### config.mk
export PLATFORM = sky130hd
export DESIGN_NAME = wwr_ram_sync
export DESIGN_NICKNAME = d
export VERILOG_FILES = /design/src/rtl/wwr_ram_sync.sv
export SDC_FILE = /design/constraint.sdc
export NUM_CORES = 1
export LEC_CHECK = 0
export ABC_AREA = 1
export BUFFER_PORTS_ARGS = -buffer_cell sky130_fd_sc_hd__buf_4
export CAP_MARGIN = 20
export CORE_ASPECT_RATIO = 1.75
export CORE_MARGIN = 1.5
export CORE_UTILIZATION = 64
export CTS_BUF_LIST = sky130_fd_sc_hd__clkbuf_2 sky130_fd_sc_hd__clkbuf_4 sky130_fd_sc_hd__clkbuf_8
export CTS_CLUSTER_DIAMETER = 100
export DETAILED_ROUTE_END_ITERATION = 6
export GPL_TIMING_DRIVEN = 0
export PLACE_DENSITY = 0.83
export SLEW_MARGIN = 10
export SYNTH_ARGS = -nofsm -noshare
export SYNTH_HDL_FRONTEND = slang
export SYNTH_SLANG_ARGS = --single-unit
### constraint.sdc
create_clock -name clk -period 2.1 [get_ports clk]
set_clock_uncertainty 0.2 [all_clocks]
set_input_delay 0.105 -clock clk [delete_from_list [all_inputs] [get_ports clk]]
set_output_delay 0.105 -clock clk [all_outputs]
set_load 0.005 [all_outputs]
### src/rtl/wwr_ram_sync.sv
// Synchronous write-while-read scratch RAM: one masked write port, one strobed
// registered read port, optional same-address bypass, and a post-reset clear sequencer.
module wwr_ram_sync #(
  parameter int                DATA_W      = 2,
  parameter int                ADDR_W      = 5,
  parameter logic [DATA_W-1:0] CLEAR_VALUE = '0,
  parameter int                BYPASS      = 1
) (
  input  logic              clk,
  input  logic              reset,
  input  logic              ce,
  input  logic [ADDR_W-1:0] raddr,
  input  logic              rd_strobe,
  output logic [DATA_W-1:0] rdata,
  output logic              rvalid,
  input  logic [ADDR_W-1:0] waddr,
  input  logic [DATA_W-1:0] wdata,
  input  logic [DATA_W-1:0] wmask,
  input  logic              we,
  output logic              init_busy
);

  localparam int                DEPTH    = 2**ADDR_W;
  localparam logic [ADDR_W-1:0] CNT_LAST = '1;

  typedef enum logic {S_CLEAR, S_RUN} state_t;

  state_t              r_state;
  state_t              w_state_nxt;
  logic [ADDR_W-1:0]   r_clr_cnt;
  logic [ADDR_W-1:0]   w_clr_cnt_nxt;
  logic [DATA_W-1:0]   r_mem [DEPTH];
  logic [DATA_W-1:0]   r_rdata;
  logic                r_rvalid;
  logic                w_run;
  logic                w_wr_acc;
  logic                w_rd_acc;
  logic                w_same_addr;
  logic [DATA_W-1:0]   w_rd_old;
  logic [DATA_W-1:0]   w_wr_merged;
  logic [DATA_W-1:0]   w_rd_next;

  function automatic logic [DATA_W-1:0] merge_word(
    input logic [DATA_W-1:0] new_d,
    input logic [DATA_W-1:0] mask,
    input logic [DATA_W-1:0] old_d
  );
    return (new_d & mask) | (old_d & ~mask);
  endfunction

  always_comb begin
    w_state_nxt   = r_state;
    w_clr_cnt_nxt = r_clr_cnt;
    case (r_state)
      S_CLEAR: begin
        w_clr_cnt_nxt = r_clr_cnt + ADDR_W'(1);
        if (r_clr_cnt == CNT_LAST) w_state_nxt = S_RUN;
      end
      S_RUN:   w_state_nxt = S_RUN;
      default: w_state_nxt = S_CLEAR;
    endcase
  end

  always_ff @(posedge clk) begin
    if (reset) begin
      r_state   <= S_CLEAR;
      r_clr_cnt <= '0;
    end else begin
      r_state   <= w_state_nxt;
      r_clr_cnt <= w_clr_cnt_nxt;
    end
  end

  // User ports are only live in RUN and never on a reset edge.
  assign w_run       = (r_state == S_RUN) && !reset;
  assign w_wr_acc    = w_run && ce && we;
  assign w_rd_acc    = w_run && ce && rd_strobe;
  assign w_same_addr = (raddr == waddr);
  assign w_rd_old    = r_mem[raddr];
  assign w_wr_merged = merge_word(wdata, wmask, r_mem[waddr]);
  assign w_rd_next   = ((BYPASS != 0) && w_wr_acc && w_same_addr) ? w_wr_merged : w_rd_old;

  always_ff @(posedge clk) begin
    if (r_state == S_CLEAR) r_mem[r_clr_cnt] <= CLEAR_VALUE;
    else if (w_wr_acc)      r_mem[waddr]     <= w_wr_merged;
  end

  always_ff @(posedge clk) begin
    if (reset) begin
      r_rdata  <= '0;
      r_rvalid <= 1'b0;
    end else begin
      r_rvalid <= w_rd_acc;
      if (w_rd_acc) r_rdata <= w_rd_next;
    end
  end

  assign rdata     = r_rdata;
  assign rvalid    = r_rvalid;
  assign init_busy = (r_state == S_CLEAR);

endmodule

== Word-level counts from Yosys, hierarchy flattened ==
Memory sizes are Yosys's and may differ from the RTL's. A register that Yosys moved wholly into a read port is not among the register bits.
Index checks and enable logic that the tools add are counted.

* Add/subtract/negate cells: 1
* Equality and inequality tests: 1
* Multiplexer cells: 9
* Bitwise logic cells: 5
* Reductions and logical operators: 6

{| class="wikitable"
|+ Operators by type and width
! cell !! count
|-
| $mux 1 || 6
|-
| $add 5x1->5 const B || 1
|-
| $eq 5x5->1 const B || 1
|-
| $mux 5 || 1
|-
| $and 2x2->2 || 2
|-
| $logic_and 1x1->1 || 4
|-
| $mux 2 || 1
|-
| $not 2->2 || 1
|-
| $or 2x2->2 || 1
|-
| $pmux 1 s2 || 1
|-
| $reduce_or 2->1 || 1
|-
| $logic_not 1->1 || 1
|-
| $not 1->1 || 1
|}

* Register bits after elaboration: 7
* Bits in writable memories: 64
* Input port bits: 19
* Output and inout bits: 4
* Logic and storage cells: 26
* Memories: 1

{| class="wikitable"
|+ Memory list
! memory !! depth !! bits a word !! rd ports !! clocked after memory_dff !! wr ports !! RTL line !! RTL
|-
| r_mem || 32 || 2 || 2 || 1 || 1 || 32 || <nowiki>logic [DATA_W-1:0] r_mem [DEPTH];</nowiki>
|}

== Longest topological paths before layout ==
* Depth after elaboration: 9
* Gate-level depth with buffers: 15

== Worst setup path after synthesis ==
No wires, ideal clock.

* Path kind: input to register
* Start point: input port waddr[1]
* End point: memory r_mem[0][0] (data pin)
* Library setup time: 271 ps
* Arrival: 1380 ps
* Required time: 1629 ps
* Setup slack: 249 ps
* Stages: 10
* Path buffers: 2
* Path through: buf_2 -> buf_1 -> o211ai_1 -> nand3_1 -> nand3_1 -> nand2_1 -> nand2_1 -> nand3_1 -> nand2_1 -> inv_1

* Word-level cells in the longest chain between the ends: 4

{| class="wikitable"
|+ Ends and longest elaborated chain
! item !! RTL line !! RTL
|-
| start, declared || 16 || <nowiki>input logic [ADDR_W-1:0] waddr,</nowiki>
|-
| $mem_v2 32x2 || n/a ||
|-
| $and 2x2->2 || 48 || <nowiki>return (new_d & mask) | (old_d & ~mask);</nowiki>
|-
| $or 2x2->2 || 48 ||
|-
| $mux 2 (no line) || n/a ||
|-
| end, declared || 32 ||
|}

Every way passes these cells.

== Worst setup path in the final report ==
* Start point: register r_state
* End point: memory r_mem[1][0] (enable)

* Word-level cells in the longest chain between the ends: 8
* Elaborated cells between the ends (all ways): 10
* Those cells by class: mux (6); reduce/logical (4)

{| class="wikitable"
|+ Ends and longest elaborated chain
! item !! RTL line !! RTL
|-
| start, declared || 28 || <nowiki>state_t r_state;</nowiki>
|-
| start signal, assigned || 69 || <nowiki>r_state <= w_state_nxt;</nowiki>
|-
| $logic_and 1x1->1 || 75 || <nowiki>assign w_run = (r_state == S_RUN) && !reset;</nowiki>
|-
| $logic_and 1x1->1 (2 in a row) || 76 || <nowiki>assign w_wr_acc = w_run && ce && we;</nowiki>
|-
| $mux 1 || 85 || <nowiki>else if (w_wr_acc) r_mem[waddr] <= w_wr_merged;</nowiki>
|-
| $mux 1 || 84 || <nowiki>if (r_state == S_CLEAR) r_mem[r_clr_cnt] <= CLEAR_VALUE;</nowiki>
|-
| $mux 1 (not written as such) || 85 ||
|-
| $reduce_or 2->1 (no line) || n/a ||
|-
| $mux 5 (no line) or $mux 1 (tied branches) || n/a ||
|}

Several ways; a longest one is shown, not always the timed one.

==> impl_metrics.toml <==
[route]
drt.antenna.violating_nets = 0
avgRoutedWirePerCell_um = 22.50
drt-vias-per-instance = 6.460
finalWirelength_um = 16130
first_pass_iters = 6
drt_drc_violations_left = 0
total_number_of_vias = 4632
dr.first_iter.drc_count = 710

[critical_path]
start_kind = "register"
critical-path-max-stage-delay_ps = 330
critical_path_arrival_ps = 2090
crit_path_top_delay_cell = "sky130_fd_sc_hd__dfxtp_2"
critPathKind = "reg -> reg"
timing.critical_path.cells = "buf_6 > nand4_4 > buf_6 > nand2_4 > nand2_4 > inv_1 > nand3_1 > nor2_2"
path_buf_inv = 3
path_max_fanout = 10
critPathTopFamily = "simple AND/OR/NAND/NOR gates"
cp_data_required_time_ps = 1970
critical_path.endpoint_type = "register"

[placement]
finalWeightedCongestion = 1.051
io_buffer_count = 16
hpwl_um = 9140
detailed_place.area_um2 = 4517
dp_cells = 672

[die]
initial_utilization_pct = 66.17
placementRows = 39
core-area_um2 = 6490
die_x_um = 64.92
dieArea_um2 = 7229
die_height_um = 111.4
num_io_pins = 23

[yosys]
synth.lib_cells_used.distinct = 27
synth.net_count = 595
post-synth-top-area-fraction_pct = 44.76
synthesis.area_per_instance_um2 = 7.481
yosys_warnings = 0
syn_inst = 574
yosys-top-cells-area = "sky130_fd_sc_hd__edfxtp_1 45%, sky130_fd_sc_hd__nand2_1 16%, sky130_fd_sc_hd__nand3_1 14%, sky130_fd_sc_hd__inv_1 7.1%, sky130_fd_sc_hd__nor2_1 4.6%"
netlist.top_cell.by_area = "sky130_fd_sc_hd__edfxtp_1"
yosys_register_bits = 73
syn_area_um2 = 4294
synth-seq-area-share_pct = 48.95

[worst_hold_path]
timing.hold.worst.class = "in -> reg"

[final_layout]
finalNetCount = 651
area_growth_synth_to_finish_pct = 22.96
post-route-cell-area_um2 = 5280
finish.utilization_pct = 81.36
layout_cell_share_with_drive_strength_beyond_1_pct = 22.68
finish.cell_count_without_fillers = 717
antenna_diode_instance_count = 0

[timing]
fin_tns_setup_ps = -1848
worstMarginPinSlew_ps = 780.3
worst_slew_margin_rel_pct = 47.98
timing.final.crit_period_ps = 2213
rsz_0062_raised_after_global_routing = "true"
achievable-frequency_mhz = 452.0
final.hold.worst_slack_ps = 148.2
final.setup.worst_slack_ps = -112.5
timing.final.hold_violations = 0
final_min_period_over_clock_period_pct = 105.4
setup_viol = 52
slew_viol_final = 0

[clock_network]
worst_skew_pair.late_latency_ps = 380
tritoncts = "yes"
clock_sink_count = 73
bufs_on_longest_clock_path = 2
cts-htree-levels = 3
number_of_cts_inserted_buffers = 9
clk_transition_reported_paths_ps = 90
cts_root_buffer = "sky130_fd_sc_hd__clkbuf_8"

[outcome]
violated_checks = "setup timing"
run_status = "finished with violations"

[power_and_ir_drop]
irDropWorstVdd_v = 0.0004983
leakage_power_nw = 2.364
cellPowerDensity_nw_per_um2 = 609.2

[global_routing]
overflow = 0
antenna_found_initial = 0
grt_pass1_wl_um = 21530
grtUsageTotal_pct = 41.08
maximum_number_of_pins_on_one_net_before_global_route_repair = 15
via_count_of_the_first_global_routing_pass = 4296

[flow_run]
max_capacitance_violation_count = 0
state kept, by name, summed over array words and instances, names as in the netlist:
| signal | cells |
|---|---|
| r_clr_cnt | 5 |
| r_mem | 64 |
| r_state | 1 |
| rdata | 2 |
| rvalid | 1 |
per-layer routing:
metal / up-vias / global-route usage (%) / wire length [um]
li1: 1958 / - / -
met1: 2101 / 44.99 / 5057
met2: 423 / 67.42 / 7775
met3: 150 / 10.00 / 1754
met4: 0 / 30.21 / 1546
met5: - / 0 / 0
synthesized netlist by cell type:
| library cell | instances |
|---|---|
| sky130_fd_sc_hd__nand4_1 | 1 |
| sky130_fd_sc_hd__nand4_4 | 1 |
| sky130_fd_sc_hd__buf_6 | 2 |
| sky130_fd_sc_hd__nand3_1 | 121 |
| sky130_fd_sc_hd__o21ai_0 | 2 |
| sky130_fd_sc_hd__inv_2 | 6 |
| sky130_fd_sc_hd__dfxtp_1 | 9 |
| sky130_fd_sc_hd__a21oi_1 | 4 |
| sky130_fd_sc_hd__a31oi_1 | 1 |
| sky130_fd_sc_hd__o211ai_1 | 4 |
| sky130_fd_sc_hd__buf_2 | 10 |
| sky130_fd_sc_hd__nor2_1 | 53 |
| sky130_fd_sc_hd__nor3_1 | 4 |
| sky130_fd_sc_hd__inv_1 | 81 |
| sky130_fd_sc_hd__nor2_4 | 2 |
| sky130_fd_sc_hd__nand2_1 | 184 |
| sky130_fd_sc_hd__buf_4 | 1 |
| sky130_fd_sc_hd__nand2_2 | 1 |
| sky130_fd_sc_hd__a21oi_2 | 2 |
| sky130_fd_sc_hd__o21ai_2 | 3 |
| sky130_fd_sc_hd__buf_1 | 8 |
| sky130_fd_sc_hd__nor3b_1 | 1 |
| sky130_fd_sc_hd__edfxtp_1 | 64 |
| sky130_fd_sc_hd__nand2_4 | 2 |
| sky130_fd_sc_hd__clkbuf_1 | 4 |
| sky130_fd_sc_hd__clkinv_1 | 1 |
| sky130_fd_sc_hd__ha_1 | 2 |
path summary, 6_finish.rpt:
path	start	to	slack, ps	cells past startpoint
worst max-delay path	r_state$_SDFF_PP0_	r_mem[1][0]$_DFFE_PP_	-110	8
worst max register to register	r_state$_SDFF_PP0_	r_mem[1][0]$_DFFE_PP_	-110	8
worst min-delay path	raddr[4]	rdata[1]$_SDFFE_PP0P_	150	7
worst min register to register	rdata[0]$_SDFFE_PP0P_	rdata[0]$_SDFFE_PP0P_	310	2
placed cells by master, fill, tap and decap left out, types with 2 or more instances in the layout:
cell type                       count
sky130_fd_sc_hd__nor3_1             3
sky130_fd_sc_hd__nand2_4            8
sky130_fd_sc_hd__inv_2              7
sky130_fd_sc_hd__o21ai_2            3
sky130_fd_sc_hd__nand2_2            6
sky130_fd_sc_hd__nor2_1            26
sky130_fd_sc_hd__buf_1              5
sky130_fd_sc_hd__clkinv_4           2
sky130_fd_sc_hd__a21oi_4            2
sky130_fd_sc_hd__dfxtp_2            2
sky130_fd_sc_hd__clkbuf_1           4
sky130_fd_sc_hd__buf_2             11
sky130_fd_sc_hd__nand3_4            3
sky130_fd_sc_hd__clkbuf_8           9
sky130_fd_sc_hd__nor2_2            23
sky130_fd_sc_hd__buf_4             31
sky130_fd_sc_hd__nor2_4             6
sky130_fd_sc_hd__o21ai_0            2
sky130_fd_sc_hd__edfxtp_1          64
sky130_fd_sc_hd__a21oi_2            2
sky130_fd_sc_hd__clkinv_1           2
sky130_fd_sc_hd__inv_1             78
sky130_fd_sc_hd__clkbuf_4           4
sky130_fd_sc_hd__a21oi_1            2
sky130_fd_sc_hd__nand2_1          173
sky130_fd_sc_hd__dfxtp_1            7
sky130_fd_sc_hd__o211ai_1           4
sky130_fd_sc_hd__buf_12             4
sky130_fd_sc_hd__nand3_2            9
sky130_fd_sc_hd__clkinvlp_4         4
sky130_fd_sc_hd__dlygate4sd3_1      8
sky130_fd_sc_hd__buf_6              3
sky130_fd_sc_hd__nand3_1          109
logic make-up after synthesis:
family / after synthesis / synth area share, %
buffers and inverters: 113 / 10.61
adders and majority gates: 2 / 0.5827
AOI/OAI and AO/OA: 16 / 2.564
and+or+nand+nor: 370 / 37.30
DFF: 73 / 48.95
cell type report:
type,instances,area [um2]
clock inverter,5,56.30
timing repair buffer,43,392.9
sequential,73,2105
fill,409,1210
multi-input combinational,388,1994
timing repair inverter,2,15.01
clock buffer,11,138.9
inverter,88,337.8
buffer,25,137.6
tap,82,102.6
through the flow:
stage / setup slack, ps / total power [mW]
3_5_place_dp: -733.6 / 1.975
6_report: -112.5 / 3.217
5_1_grt: -186.4 / 3.250
2_1_floorplan: 249.4 / 1.845
3_3_place_gp: -656.3 / 1.967
4_1_cts: -131.3 / 3.063
worst min-delay path, cell delays in order:
cell and delay (ps):
sky130_fd_sc_hd__buf_4 130, sky130_fd_sc_hd__nand3_1 90, sky130_fd_sc_hd__nand2_1 70, sky130_fd_sc_hd__nor2_1 100, sky130_fd_sc_hd__nor2_1 60, sky130_fd_sc_hd__nand2_2 70
sky130_fd_sc_hd__a21oi_2 50
power by group:
part           switching, mW  internal, mW  total (mW)  leakage [nW]
clock                  0.573         0.574        1.15         0.102
combinational          0.334         0.149       0.483          1.70
sequential            0.0124          1.57        1.59         0.566
what timing repair did:
action,CTS,global route
cloned,2,0
buffers inserted,9,10
hold buffers,8,0
endpoints found under the hold margin,9,0
pin swaps,2,20
gates resized for setup,20,62
setup endpoints to repair,128,131
Power figures use the tool's default switching activity.
